## src/rtl/sum_bcd_pkg.sv

```systemverilog
// Shared widths, FSM state type and the double-dabble nibble correction
// used by the BCD adder engine.
package sum_bcd_pkg;

    localparam int unsigned IN_W     = 12;
    localparam int unsigned SUM_W    = IN_W + 1;
    localparam int unsigned N_DIGITS = 4;
    localparam int unsigned BCD_W    = 4 * N_DIGITS;
    localparam int unsigned SR_W     = BCD_W + SUM_W;
    localparam int unsigned CNT_W    = $clog2(SUM_W);

    typedef enum logic [2:0] {
        WAIT_A,
        WAIT_B,
        ADD,
        CONV,
        DONE
    } state_e;

    // Pre-shift correction so a nibble >= 5 carries correctly after doubling.
    function automatic logic [3:0] nibble_add3(input logic [3:0] nib);
        return (nib >= 4'd5) ? 4'(nib + 4'd3) : nib;
    endfunction

endpackage

```

## src/rtl/sum_bcd_if.sv

```systemverilog
// Operand-entry and result bus between the digit-entry stage, the BCD adder
// engine and the display driver.
interface sum_bcd_if;
    import sum_bcd_pkg::*;

    logic                clear;
    logic [IN_W-1:0]     number_in;
    logic                in_ready;
    logic                operand_sel;
    logic                busy;
    logic [SUM_W-1:0]    sum_bin;
    logic [BCD_W-1:0]    bcd_out;
    logic                result_valid;

    modport master (
        output clear, number_in, in_ready,
        input  operand_sel, busy, sum_bin, bcd_out, result_valid
    );

    modport slave (
        input  clear, number_in, in_ready,
        output operand_sel, busy, sum_bin, bcd_out, result_valid
    );

endinterface

```

## src/rtl/sum_bcd_engine_bin2bcd_iter.sv

```systemverilog
// Iterative shift-add-3 binary to BCD converter: SUM_W steps after load,
// done_c/bcd_c present the final digits during the last step.
module bin2bcd_iter
    import sum_bcd_pkg::*;
(
    input  logic              clk,
    input  logic              rst_n,
    input  logic              load_i,
    input  logic              abort_i,
    input  logic [SUM_W-1:0]  bin_i,
    output logic              done_c,
    output logic [BCD_W-1:0]  bcd_c
);

    logic              running_q, running_d;
    logic [CNT_W-1:0]  cnt_q, cnt_d;
    logic [SR_W-1:0]   sreg_q, sreg_d;
    logic [SR_W-1:0]   sreg_corr;
    logic [SR_W-1:0]   sreg_shift;

    // One double-dabble step: correct every BCD nibble, then shift left.
    always_comb begin
        sreg_corr = sreg_q;
        for (int i = 0; i < int'(N_DIGITS); i++) begin
            sreg_corr[SUM_W + 4*i +: 4] = nibble_add3(sreg_q[SUM_W + 4*i +: 4]);
        end
        sreg_shift = sreg_corr << 1;
    end

    assign done_c = running_q && (cnt_q == CNT_W'(SUM_W - 1));
    assign bcd_c  = sreg_shift[SR_W-1 -: BCD_W];

    always_comb begin
        running_d = running_q;
        cnt_d     = cnt_q;
        sreg_d    = sreg_q;
        if (abort_i) begin
            running_d = 1'b0;
            cnt_d     = '0;
        end else if (load_i) begin
            running_d = 1'b1;
            cnt_d     = '0;
            sreg_d    = {BCD_W'(0), bin_i};
        end else if (running_q) begin
            sreg_d = sreg_shift;
            cnt_d  = CNT_W'(cnt_q + 1'b1);
            if (done_c) begin
                running_d = 1'b0;
                cnt_d     = '0;
            end
        end
    end

    always_ff @(posedge clk or negedge rst_n) begin
        if (!rst_n) begin
            running_q <= 1'b0;
            cnt_q     <= '0;
            sreg_q    <= '0;
        end else begin
            running_q <= running_d;
            cnt_q     <= cnt_d;
            sreg_q    <= sreg_d;
        end
    end

endmodule

```

## src/rtl/sum_bcd_engine.sv

```systemverilog
// Captures two operands on in_ready rising edges, adds them and publishes
// the binary sum plus its packed-BCD form 14 cycles after operand B.
module sum_bcd_engine
    import sum_bcd_pkg::*;
(
    input  logic      clk,
    input  logic      reset,
    sum_bcd_if.slave  bus
);

    localparam int unsigned DEC_RANGE = 10 ** N_DIGITS;
    localparam int unsigned MAX_SUM   = (32'd1 << SUM_W) - 32'd1;

    if (DEC_RANGE <= MAX_SUM) begin : g_range_err
        $error("N_DIGITS cannot represent the largest SUM_W value");
    end

    state_e            state_q, state_d;
    logic              in_ready_q, in_ready_d;
    logic [IN_W-1:0]   op_a_q, op_a_d;
    logic [IN_W-1:0]   op_b_q, op_b_d;
    logic [SUM_W-1:0]  sum_q, sum_d;
    logic [SUM_W-1:0]  sum_bin_q, sum_bin_d;
    logic [BCD_W-1:0]  bcd_out_q, bcd_out_d;
    logic              result_valid_q, result_valid_d;
    logic              busy_q, busy_d;
    logic              operand_sel_q, operand_sel_d;

    logic              cap_c;
    logic              conv_load_c;
    logic              conv_abort_c;
    logic              conv_done_c;
    logic [BCD_W-1:0]  conv_bcd_c;

    assign cap_c = bus.in_ready & ~in_ready_q;

    bin2bcd_iter u_bin2bcd (
        .clk     (clk),
        .rst_n   (reset),
        .load_i  (conv_load_c),
        .abort_i (conv_abort_c),
        .bin_i   (sum_d),
        .done_c  (conv_done_c),
        .bcd_c   (conv_bcd_c)
    );

    // Next-state, operand capture and result publication.
    always_comb begin
        state_d        = state_q;
        in_ready_d     = bus.in_ready;
        op_a_d         = op_a_q;
        op_b_d         = op_b_q;
        sum_d          = sum_q;
        sum_bin_d      = sum_bin_q;
        bcd_out_d      = bcd_out_q;
        result_valid_d = result_valid_q;
        conv_load_c    = 1'b0;
        conv_abort_c   = 1'b0;

        if (bus.clear) begin
            state_d        = WAIT_A;
            result_valid_d = 1'b0;
            sum_bin_d      = '0;
            bcd_out_d      = '0;
            conv_abort_c   = 1'b1;
        end else begin
            unique case (state_q)
                WAIT_A, DONE: begin
                    if (cap_c) begin
                        op_a_d         = bus.number_in;
                        result_valid_d = 1'b0;
                        state_d        = WAIT_B;
                    end
                end
                WAIT_B: begin
                    if (cap_c) begin
                        op_b_d  = bus.number_in;
                        state_d = ADD;
                    end
                end
                ADD: begin
                    sum_d       = SUM_W'(op_a_q) + SUM_W'(op_b_q);
                    conv_load_c = 1'b1;
                    state_d     = CONV;
                end
                CONV: begin
                    if (conv_done_c) begin
                        sum_bin_d      = sum_q;
                        bcd_out_d      = conv_bcd_c;
                        result_valid_d = 1'b1;
                        state_d        = DONE;
                    end
                end
                default: state_d = WAIT_A;
            endcase
        end

        busy_d        = (state_d == ADD) || (state_d == CONV);
        operand_sel_d = (state_d == WAIT_B);
    end

    always_ff @(posedge clk or negedge reset) begin
        if (!reset) begin
            state_q        <= WAIT_A;
            in_ready_q     <= 1'b0;
            op_a_q         <= '0;
            op_b_q         <= '0;
            sum_q          <= '0;
            sum_bin_q      <= '0;
            bcd_out_q      <= '0;
            result_valid_q <= 1'b0;
            busy_q         <= 1'b0;
            operand_sel_q  <= 1'b0;
        end else begin
            state_q        <= state_d;
            in_ready_q     <= in_ready_d;
            op_a_q         <= op_a_d;
            op_b_q         <= op_b_d;
            sum_q          <= sum_d;
            sum_bin_q      <= sum_bin_d;
            bcd_out_q      <= bcd_out_d;
            result_valid_q <= result_valid_d;
            busy_q         <= busy_d;
            operand_sel_q  <= operand_sel_d;
        end
    end

    assign bus.operand_sel  = operand_sel_q;
    assign bus.busy         = busy_q;
    assign bus.sum_bin      = sum_bin_q;
    assign bus.bcd_out      = bcd_out_q;
    assign bus.result_valid = result_valid_q;

endmodule

```

## src/flat_wrapper.sv

```systemverilog
// flat-port wrapper written by rule: the top's interface ports become plain ports
module sum_bcd_engine_flat import sum_bcd_pkg::*;
  (clk, reset, bus_clear, bus_number_in, bus_in_ready, bus_operand_sel, bus_busy, bus_sum_bin, bus_bcd_out, bus_result_valid);
  sum_bcd_if bus_i ();
  input  logic clk;
  input  logic reset;
  input wire logic [$bits(bus_i.clear)-1:0] bus_clear;
  input wire logic [$bits(bus_i.number_in)-1:0] bus_number_in;
  input wire logic [$bits(bus_i.in_ready)-1:0] bus_in_ready;
  output wire logic [$bits(bus_i.operand_sel)-1:0] bus_operand_sel;
  output wire logic [$bits(bus_i.busy)-1:0] bus_busy;
  output wire logic [$bits(bus_i.sum_bin)-1:0] bus_sum_bin;
  output wire logic [$bits(bus_i.bcd_out)-1:0] bus_bcd_out;
  output wire logic [$bits(bus_i.result_valid)-1:0] bus_result_valid;
  assign bus_i.clear = bus_clear;
  assign bus_i.number_in = bus_number_in;
  assign bus_i.in_ready = bus_in_ready;
  assign bus_operand_sel = bus_i.operand_sel;
  assign bus_busy = bus_i.busy;
  assign bus_sum_bin = bus_i.sum_bin;
  assign bus_bcd_out = bus_i.bcd_out;
  assign bus_result_valid = bus_i.result_valid;
  sum_bcd_engine u_core (.clk(clk), .reset(reset), .bus(bus_i));
endmodule
```

## config.mk

```make
export PLATFORM = sky130hd
export DESIGN_NAME = sum_bcd_engine_flat
export DESIGN_NICKNAME = d
export VERILOG_FILES = /design/src/rtl/sum_bcd_pkg.sv /design/src/rtl/sum_bcd_if.sv /design/src/rtl/sum_bcd_engine_bin2bcd_iter.sv /design/src/rtl/sum_bcd_engine.sv /design/src/flat_wrapper.sv
export SDC_FILE = /design/constraint.sdc
export NUM_CORES = 1
export LEC_CHECK = 0
export BUFFER_PORTS_ARGS = -buffer_cell sky130_fd_sc_hd__buf_4
export CORE_AREA = 2 2 110 112
export CTS_CLUSTER_DIAMETER = 80
export DETAILED_ROUTE_END_ITERATION = 16
export DIE_AREA = 0 0 112 114
export GPL_ROUTABILITY_DRIVEN = 0
export GPL_TIMING_DRIVEN = 0
export PLACE_DENSITY = 0.61
export SYNTH_ARGS = -nofsm -noshare
export SYNTH_HDL_FRONTEND = slang
export SYNTH_SLANG_ARGS = --single-unit
export TNS_END_PERCENT = 50
```

## constraint.sdc

```tcl
create_clock -name clk -period 2.02 [get_ports clk]
set_input_delay 0.505 -clock clk [delete_from_list [all_inputs] [get_ports clk]]
set_output_delay 0.505 -clock clk [all_outputs]
set_load 0.02 [all_outputs]
```

# Word level (Yosys, flattened, before mapping)
# Cells that the tools add are included.
# word_totals
inputBits,16
wordCells,85
reg_bits,107
# op_classes
eq_ne,10
magnitude_cmp,4
reduce_logical,14
n_mux,34
n_bitwise,4
addsub,6
# ops
cell,n
$mux W13,5
$mux W29,2
$mux W16,3
$mux W4,7
$ge A4 B3 Y1 const B,4
$mux W3,5
$add A12 B12 Y13,1
$add A4 B2 Y4 const B,3
$eq A3 B2 Y1 const B,4
$pmux W3 S4,1
$mux W1,10
$reduce_and A3 Y1,3
$eq A3 B1 Y1 const B,2
$ne A3 B2 Y1 const B,2
$reduce_bool A2 Y1,3
$reduce_bool A3 Y1,2
$add A4 B1 Y4 const B,1
$eq A4 B4 Y1 const B,1
$reduce_and A2 Y1,2
$add A3 B2 Y3 const B,1
$eq A3 B3 Y1 const B,1
$logic_not A3 Y1,1
$not A1 Y1,3
$pmux W1 S2,1
4 further kinds,4

# Depth between registers and ports, before layout
# Gate-level depths: netlist of run 1.
# depth
word_depth,7
mapped_depth,9

# Hierarchy
# From an unflattened synthesis of run 1, not the netlist that was laid out.
# unflattened
hier_cells,521
area_unflattened_um2,5266.3
# by_module_without_submodules
mod,area_each_um2,n_inst,cells_per_inst
sum_bcd_engine,3339.5,1,324
bin2bcd_iter,1926.8,1,197

# Worst setup path after synthesis of run 1
# OpenSTA, ideal clock, no wires.
# synth_timing
path_kind,flip-flop to flip-flop
startpoint,register u_core.op_b_q[0]
endpoint,register u_core.sum_q[10]
n_path_buf,0
path_stages_with_launch,8
slack_ns,-0.067
t_arrival_ns,1.952
path_cell_list,dfrtp_1 ha_1 fa_1 a21o_1 a221oi_1 o21ai_0 xnor2_1 o21ai_0
# synth_via
elab_chain_cells,3
# synth_lines
item,line,source
"start, declared",sum_bcd_engine.sv:21,"logic [IN_W-1:0] op_b_q, op_b_d;"
"start signal, assigned",sum_bcd_engine.sv:118,op_b_q <= op_b_d;
$add A12 B12 Y13,sum_bcd_engine.sv:82,sum_d = SUM_W'(op_a_q) + SUM_W'(op_b_q);
$mux W13,sum_bcd_engine.sv:67,unique case (state_q)
$mux W13,sum_bcd_engine.sv:60,if (bus.clear) begin
named net u_core.sum_d[10],sum_bcd_engine.sv:22,"logic [SUM_W-1:0] sum_q, sum_d;"
"end signal, assigned",sum_bcd_engine.sv:119,sum_q <= sum_d;
"end, declared",sum_bcd_engine.sv:22,
# The timed path passes the listed nets, and every way through them passes these cells.
# A chain may end at the register's enable or synchronous reset.

# Worst setup path after layout of run 1
# Ends and elaborated chain as after synthesis.

==> metrics.cfg, run 1 <==
[critical_path]
reg2reg_to = u_core.sum_q[10]
cp_max_fo = 3
ff2ff_path_depth = 8
worstPathCellList = ha_2 > fa_2 > a21o_1 > a221oi_4 > buf_4 > o21ai_2 > xnor2_2 > o21ai_1
critPathMaxStageDelay_ns = 0.38
cp-endpoint = u_core.sum_q[10]
r2r_setup_slack_ns = -0.02
cp_slowest_cell = dfrtp_1
crit_family = compound AO/OA/AOI/OAI gates
cp.arrival_ns = 2.27
cp-end-kind = flip-flop
critPathBufInv = 1
r2r_start = u_core.op_b_q[0]
cp_data_required_time_ns = 2.25
critPathKind = reg2reg
critPathLaunchType = flip-flop
crit_start = u_core.op_b_q[0]
worst-path-stages = 8

[grt]
grt_start_max_net_pins = 108
grt_overflow_total = 0
grt_pass1_wl_um = 18800
grt_pass1_vias = 3735
track_usage_pct = 18.5
antenna_found_initial = 0

[timing]
slew_viol_final = 0
setup_viol = 2
final.min_clock_period_ns = 2.04
clock_skew_ns = 0.00800
rsz0062_at_grt = true
whs_ns = 0.278
fin_ws_ns = -0.0175
worst_slew_pin_slew_ns = 0.644
final.setup.tns_ns = -0.0264
max_freq_mhz = 491
slew_headroom_pct = 57.1
period_share_pct = 101
hold_viol = 0

[final_layout]
antenna_cells = 0
final_common_cell = dfrtp_1
design_area_um2 = 6100
nNetsFinal = 602
drive_gt1_share_pct = 22.5
mostFrequentLayoutCells = 107 x dfrtp_1, 101 x nand2_1, 55 x buf_4, 39 x a21oi_1, 24 x mux2_2
utilization_pct = 52.1
final_cell_count_no_fill = 715
final.fill_count = 1084
area_growth_pct = 20.3

[cts]
clockRootBuffer = clkbuf_16
clk_transition_reported_paths_ns = 0.07
cts.sinks = 107
clk_path_buf_depth = 2
htree_levels = 3
cts_tree = built
clk-insertion-delay-late_ns = 0.35
numCtsBuffers = 9

[routing]
drc = 0
wl_per_cell_um = 16.0
via_count = 3875
dr.pass1.iters = 4
ant_nets = 0
via_per_inst = 5.42
first_iter_violations = 189
finalWirelength_um = 11400

[place]
io_buffers = 47
hpwl_um = 7980
dp_slack_ns = -0.774
postPlaceCellArea_um2 = 5610
placed_cells = 689

[pwr]
pwr-share-comb_pct = 31.9
total_power_mw = 6.86
p_sw_share_pct = 33.5
leakage_nw = 2.88
clock_power_share_pct = 24.6
power.internal_mw = 4.56
vdd_drop_max_mv = 0.609
seq_power_share_pct = 43.5
powerDensity_nw_per_um2 = 1120
switchingPower_mw = 2.30

[die]
die_area_um2 = 12800
ioPinCount = 48
core_um2 = 11700
start_util_pct = 43.3
rows = 40
fp.dieW_um = 112
die-height_um = 114

[synth]
avgSynthCellArea_um2 = 10.2
synth.distinct_cells = 48
synth-seq-area-share_pct = 52.8
async_flop_share_pct = 100
ys_ff_latch = 107
ys.flop_type = dfrtp_1
synthCells = 495
syn_area_um2 = 5070
syn-num-nets = 534
synth_edf_count = 0
ys_warn_count = 0

[status]
status = finished, violations left
violations = setup timing

[hold_path]
hold_path_class = in2reg

[run]
cap_violations = 0

[worst min-delay path by stage]
stage                                from                     to  slack, ns  cells after the start
after floorplan                     reset  u_core.bus.bcd_out[0]       0.21                      0
after global placement    u_core.sum_q[6]        u_core.sum_q[6]       0.46                      2
after detailed placement  u_core.sum_q[4]        u_core.sum_q[4]       0.46                      2
after CTS                    bus_in_ready      u_core.in_ready_q       0.27                      1
after global routing         bus_in_ready      u_core.in_ready_q       0.28                      1
final                        bus_in_ready      u_core.in_ready_q       0.28                      1
[cells in the mapped netlist, types with 7 or more instances]
cell | instances | area [µm²]
dfrtp_1 | 107 | 2680
nand2_1 | 101 | 379
a21oi_1 | 40 | 200
mux2_2 | 24 | 270
o21ai_0 | 23 | 115
ha_1 | 22 | 275
nor2_1 | 22 | 82.6
clkbuf_1 | 15 | 56.3
inv_1 | 10 | 37.5
nand3_1 | 10 | 50.1
a22oi_1 | 9 | 67.6
buf_2 | 9 | 45.0
xnor2_1 | 9 | 78.8
a21o_1 | 7 | 52.6
nor3_1 | 7 | 35.0
[power groups by stage]
stage	Clock, mW	Sequential, mW	Combinational, mW
final	1.68	2.98	2.19
after global routing	1.81	3.05	2.47
after CTS	1.73	2.97	2.09
after detailed placement	0	3.01	1.97
after global placement	0	2.99	1.91
after floorplan	0	2.92	1.56
[layer usage]
layer / vias to the layer above / global-route usage (%) / wire length [µm]
met5: - / 0 / 0
met4: 0 / 7.97 / 267
met3: 22 / 3.19 / 452
met2: 77 / 29.8 / 5510
met1: 1901 / 24.9 / 5210
li1: 1875 / - / -
[cell families (layout without fill, tap and decap cells)]
family / Yosys count / in the layout / synth area share, %
AOI/OAI and AO/OA: 114 / 114 / 14.1
and+or+nand+nor: 172 / 172 / 15.3
adders and majority gates: 23 / 23 / 5.83
buffers and inverters: 37 / 110 / 3.41
xor gates and xnor gates: 13 / 13 / 2.25
DFF: 107 / 107 / 52.8
muxes: 29 / 29 / 6.35
[sequential cells by signal, indices dropped and copies added, names as in the netlist, 3 cells and up]
signal	cells
u_core.u_bin2bcd.cnt_q	4
u_core.op_a_q	12
u_core.state_q	3
u_core.sum_q	13
u_core.bus.bcd_out	16
u_core.u_bin2bcd.sreg_q	29
u_core.op_b_q	12
u_core.bus.sum_bin	13
[cell type report]
cell class	count	area (µm²)	share of cell area [%]
clock buffer	13	260	4.27
timing repair buffer	57	454	7.45
multi-input combinational	351	2310	37.9
buffer	27	150	2.46
clock inverter	3	21.3	0.349
inverter	10	37.5	0.616
tap	147	184	3.02
sequential	107	2680	43.9
[what timing repair did]
| item | 4_1_cts | 5_1_grt |
|---|---|---|
| endpoints found under the hold margin | 0 | 2 |
| setup endpoints to repair | 56 | 59 |
| pin swaps | 7 | 7 |
| hold buffers | 0 | 1 |
| gates resized for setup | 16 | 18 |
| buffers inserted | 3 | 6 |
(Power assumes the default switching activity.)
==> run 2: changes to the inputs <==
ABC_AREA = 1   (was unset)
PLACE_DENSITY = 0.62   (was 0.61)
==> metrics.cfg, run 2 <==
[cts]
htree_levels = 3
clk_transition_reported_paths_ns = 0.07
clk-insertion-delay-late_ns = 0.35
numCtsBuffers = 9
clockRootBuffer = clkbuf_16
cts.sinks = 107
clk_path_buf_depth = 2
cts_tree = built
postCtsSetupRepairBufs = 0

[grt]
antenna_found_initial = 0
grt_pass1_vias = 4001
grt_pass1_wl_um = 19300
track_usage_pct = 18.6
grt_overflow_total = 0
grt_start_max_net_pins = 108

[routing]
wl_per_cell_um = 13.5
drc = 0
dr.pass1.iters = 4
via_per_inst = 4.99
finalWirelength_um = 11100
ant_nets = 0
via_count = 4117
first_iter_violations = 226

[synth]
ys.flop_type = dfrtp_1
syn-num-nets = 653
synth-seq-area-share_pct = 52.0
synth.distinct_cells = 30
synth_top_cells_by_count = 204 x nand2_1, 107 x dfrtp_1, 72 x inv_1
post-synth-top-count-cell = nand2_1
synth_edf_count = 0
syn_area_um2 = 5150
yosys.area.top_type = dfrtp_1
synthCells = 614
avgSynthCellArea_um2 = 8.39
ys_warn_count = 0
yosys-top-cells-area = dfrtp_1 52%, nand2_1 15%, o21ai_0 5.5%, ha_1 5.3%, inv_1 5.2%
ys_ff_latch = 107
async_flop_share_pct = 100
yosysTopAreaCellShare_pct = 52.0

[pwr]
power.internal_mw = 4.51
powerDensity_nw_per_um2 = 1140
switchingPower_mw = 2.36
pwr-share-comb_pct = 30.8
seq_power_share_pct = 43.0
vdd_drop_max_mv = 0.496
p_sw_share_pct = 34.3
leakage_nw = 3.29
clock_power_share_pct = 26.1

[timing]
rsz0062_at_grt = false
final.setup.tns_ns = 0
worst_slew_pin_slew_ns = 0.504
max_freq_mhz = 562
clock_skew_ns = 0.00855
period_share_pct = 88.1
fin_ws_ns = 0.241
hold_viol = 0
setup_viol = 0
slew_headroom_pct = 66.4
slew_viol_final = 0
final.min_clock_period_ns = 1.78

[critical_path]
ff2ff_path_depth = 11
reg2reg_to = u_core.bus.sum_bin[1]
cp_max_fo = 10
cp.arrival_ns = 2.07
cp_data_required_time_ns = 2.31
cp-end-kind = flip-flop
r2r_setup_slack_ns = 0.24
r2r_start = u_core.u_bin2bcd.cnt_q[0]
critPathLaunchType = flip-flop
critPathKind = reg2reg

[final_layout]
area_growth_pct = 17.3
final_common_cell = nand2_1
largest_reg_flops = 29
drive_gt1_share_pct = 14.3
final_cell_count_no_fill = 825
antenna_cells = 0
mostFrequentLayoutCells = 203 x nand2_1, 107 x dfrtp_1, 72 x inv_1, 57 x o21ai_0, 46 x buf_4
nNetsFinal = 713
largest-register = u_core.u_bin2bcd.sreg_q

[die]
fp.dieW_um = 112
start_util_pct = 44.0
die-height_um = 114
rows = 40
core_um2 = 11700
die_area_um2 = 12800
ioPinCount = 48

[place]
placed_cells = 808
dp_slack_ns = 0.117
io_buffers = 47
hpwl_um = 8040

[hold_path]
holdPathStages = 1
worstHoldEndpoint = u_core.in_ready_q
hp-start = bus_in_ready
hold_path_class = in2reg

[status]
status = complete, no violations

[run]
cap_violations = 0

[run 2: changes by cell type in the layout (fill, tap and decap cells not counted), sizes merged, moves of 24 or more]
cell   change
o21ai     +42
nand2    +106
inv       +66
a21oi     -24
mux2      -24
nand3     +24
[run 2: per-layer routing]
layer	vias to the layer above	part of all wire [%]	GRT usage [%]
met3	9	3.0	2.76
met4	0	1.1	5.93
met2	71	45	29.3
met5	-	0	0
li1	2085	-	-
met1	1952	51	26.9
[run 2: logic make-up after synthesis]
| group | after synthesis | share of synthesized area, % |
|---|---|---|
| xor gates and xnor gates | 5 | 0.851 |
| DFF | 107 | 52.0 |
| and+or+nand+nor | 286 | 23.5 |
| AOI/OAI and AO/OA | 98 | 10.0 |
| buffers and inverters | 94 | 7.68 |
| adders and majority gates | 23 | 5.74 |
| muxes | 1 | 0.219 |
[run 2: through the flow]
| stage | hold WS (ns) | utilization (%) | total power, mW | cell area [µm²] |
|---|---|---|---|---|
| after floorplan | 0.209 | - | 4.52 | 5150 |
| after global placement | 0.459 | 48.5 | 4.97 | 5690 |
| after detailed placement | 0.461 | 48.5 | 5.08 | 5690 |
| after CTS | 0.266 | 51.1 | 6.89 | 5990 |
| after global routing | 0.267 | 51.5 | 7.40 | 6040 |
| final | 0.277 | 51.5 | 6.87 | 6040 |
[run 2: critical path: stages, from the launching register on]
cell and delay [ns]:
dfrtp_1 0.41, inv_1 0.10, ha_1 0.17, nand3_1 0.07, clkinv_1 0.10, nand2_4 0.08
nor3_4 0.25, nand2_4 0.15, inv_2 0.13, buf_6 0.14, nand2_1 0.07, nand2_1 0.05
[run 2: timing repair]
item,CTS,global route
hold buffers,0,1
resized for setup,0,3
endpoints found under the hold margin,0,5
endpoints found under the setup margin,0,6
[run 2: worst max-delay path by stage]
stage | start | to | cells after the start
2_1_floorplan | u_core.op_b_q[0] | u_core.sum_q[12] | 12
3_3_place_gp | u_core.op_b_q[0] | u_core.u_bin2bcd.sreg_q[12] | 12
3_5_place_dp | u_core.op_b_q[0] | u_core.sum_q[12] | 12
4_1_cts | u_core.op_b_q[0] | u_core.u_bin2bcd.sreg_q[12] | 12
5_1_grt | u_core.op_b_q[0] | u_core.u_bin2bcd.sreg_q[6] | 10
6_report | u_core.u_bin2bcd.cnt_q[0] | u_core.bus.sum_bin[1] | 11
[run 2: power by group through the flow]
stage / sequential, mW / combinational, mW / clock, mW
CTS: 2.95 / 2.10 / 1.84
finish: 2.96 / 2.12 / 1.80
detailed placement: 2.99 / 2.09 / 0
global route: 3.02 / 2.45 / 1.93
global placement: 2.98 / 2.00 / 0
floorplan: 2.92 / 1.61 / 0
[run 2: final cells by class]
| type | count | area [µm²] |
|---|---|---|
| clock inverters | 3 | 46.3 |
| clock buffers | 12 | 256 |
| repair buffers | 49 | 394 |
| fillers | 1141 | 5670 |
| multi-input cells | 413 | 2080 |
| plain buffers | 17 | 106 |
| inverters | 77 | 289 |
| flip-flops and latches | 107 | 2680 |
| well taps | 147 | 184 |
==> run 3: changes to the inputs <==
PLACE_DENSITY = 0.77   (was 0.62)
==> metrics.cfg, run 3 (same netlist as run 2, synthesis figures left out) <==
[timing]
slew_viol_final = 0
hold_viol = 0
period_share_pct = 89.8
clock_skew_ns = 0.00682
worst_slew_pin_slew_ns = 0.505
setup_viol = 0
final.min_clock_period_ns = 1.81
slew_headroom_pct = 66.3
rsz0062_at_grt = false
max_freq_mhz = 551
final.setup.tns_ns = 0

[final_layout]
antenna_cells = 0
nNetsFinal = 713
largest-register = u_core.u_bin2bcd.sreg_q
final_common_cell = nand2_1
multi_input_area_um2 = 2080
final.fill_count = 1071
drive_gt1_share_pct = 14.4
area_growth_pct = 17.4
utilization_pct = 51.6
seq_area_um2 = 2680
largest_reg_flops = 29
mostFrequentLayoutCells = 203 x nand2_1, 107 x dfrtp_1, 72 x inv_1, 57 x o21ai_0, 46 x buf_4

[critical_path]
cp.arrival_ns = 2.05
critPathLaunchType = flip-flop
cp_max_fo = 5
cp_data_required_time_ns = 2.26
r2r_start = u_core.op_b_q[5]
cp-end-kind = flip-flop
critPathKind = reg2reg
crit_start = u_core.op_b_q[5]

[pwr]
seq_power_share_pct = 42.6
leakage_nw = 3.30
powerDensity_nw_per_um2 = 1160
power.internal_mw = 4.52
p_sw_share_pct = 35.4
vdd_drop_max_mv = 0.608
clock_power_share_pct = 26.1
pwr-share-comb_pct = 31.4
switchingPower_mw = 2.47

[die]
ioPinCount = 48
die-height_um = 114
die_area_um2 = 12800
fp.dieW_um = 112
rows = 40
core_um2 = 11700
start_util_pct = 44.0

[routing]
first_iter_violations = 270
via_per_inst = 5.15
drc = 0
wl_per_cell_um = 13.9
ant_nets = 0
finalWirelength_um = 11500
dr.pass1.iters = 5
via_count = 4257

[grt]
track_usage_pct = 19.0
antenna_found_initial = 0
grt_pass1_wl_um = 19900
grt_start_max_net_pins = 108
grt_pass1_vias = 4270
grt_overflow_total = 0

[cts]
clk_path_buf_depth = 2
cts.sinks = 107
clk_transition_reported_paths_ns = 0.07
numCtsBuffers = 9
postCtsSetupRepairBufs = 0
clockRootBuffer = clkbuf_16
cts_tree = built
clk-insertion-delay-late_ns = 0.35
htree_levels = 3

[hold_path]
hp-start = bus_in_ready
hold_path_class = in2reg

[run]
cap_violations = 0

[place]
io_buffers = 47
hpwl_um = 8070

[status]
status = complete, no violations

run 3: cell type report:
type                       count  share of cell area, %
sequential                   107                   44.3
multi-input combinational    413                   34.4
timing repair buffer          49                   6.52
inverter                      77                   4.78
clock buffer                  11                   4.18
tap                          147                   3.04
buffer                        17                   1.76
clock inverter                 5                  0.994
run 3: timing repair:
item	4_1_cts	5_1_grt
hold endpoints to repair	0	8
gates resized for setup	0	2
hold buffers	0	1
endpoints found under the setup margin	0	4
run 3: worst paths after layout:
kind                                          endpoint  slack [ns]  cells after the start
setup / recovery                      u_core.sum_q[12]        0.21                      9
hold / removal                       u_core.in_ready_q        0.27                      1
setup reg to reg                      u_core.sum_q[12]        0.21                      9
hold reg to reg                 u_core.bus.sum_bin[10]        0.47                      2
max in group asynchronous              u_core.sum_q[3]        0.80                      3
min in group asynchronous  u_core.u_bin2bcd.sreg_q[20]        0.53                      2
run 3: worst max-delay path: stages (launching register included):
cell	delay (ns)
dfrtp_1	0.39
ha_1	0.37
a21oi_1	0.37
nor2_1	0.08
nor2_1	0.14
nand2_1	0.08
nand2_1	0.06
nand2_1	0.06
nand2_2	0.10
nand2_1	0.05
run 3: per-stage QoR:
stage | instances | hold slack [ns] | cell area [µm²] | setup WS, ns | power, mW
global placement | 808 | 0.461 | 5690 | 0.144 | 4.95
global route | 826 | 0.263 | 6040 | 0.0230 | 7.49
finish | 826 | 0.267 | 6040 | 0.206 | 6.99
floorplan | 614 | 0.209 | 5150 | 0.350 | 4.52
detailed placement | 808 | 0.459 | 5690 | 0.135 | 5.12
CTS | 824 | 0.261 | 6000 | 0.121 | 6.97
run 3: power groups by stage:
stage / clock network [mW] / registers (mW) / logic, mW
global placement: 0 / 2.97 / 1.99
detailed placement: 0 / 2.99 / 2.13
global route: 1.94 / 3.03 / 2.52
floorplan: 0 / 2.92 / 1.61
CTS: 1.85 / 2.96 / 2.16
finish: 1.82 / 2.98 / 2.19
run 3: metal layers:
| metal | vias to the layer above | part of all wire (%) | track usage (%) |
|---|---|---|---|
| met1 | 1999 | 45 | 26.0 |
| met4 | 0 | 2.2 | 7.32 |
| met3 | 27 | 6.3 | 3.56 |
| li1 | 2087 | - | - |
| met5 | - | 0 | 0 |
| met2 | 144 | 47 | 30.5 |
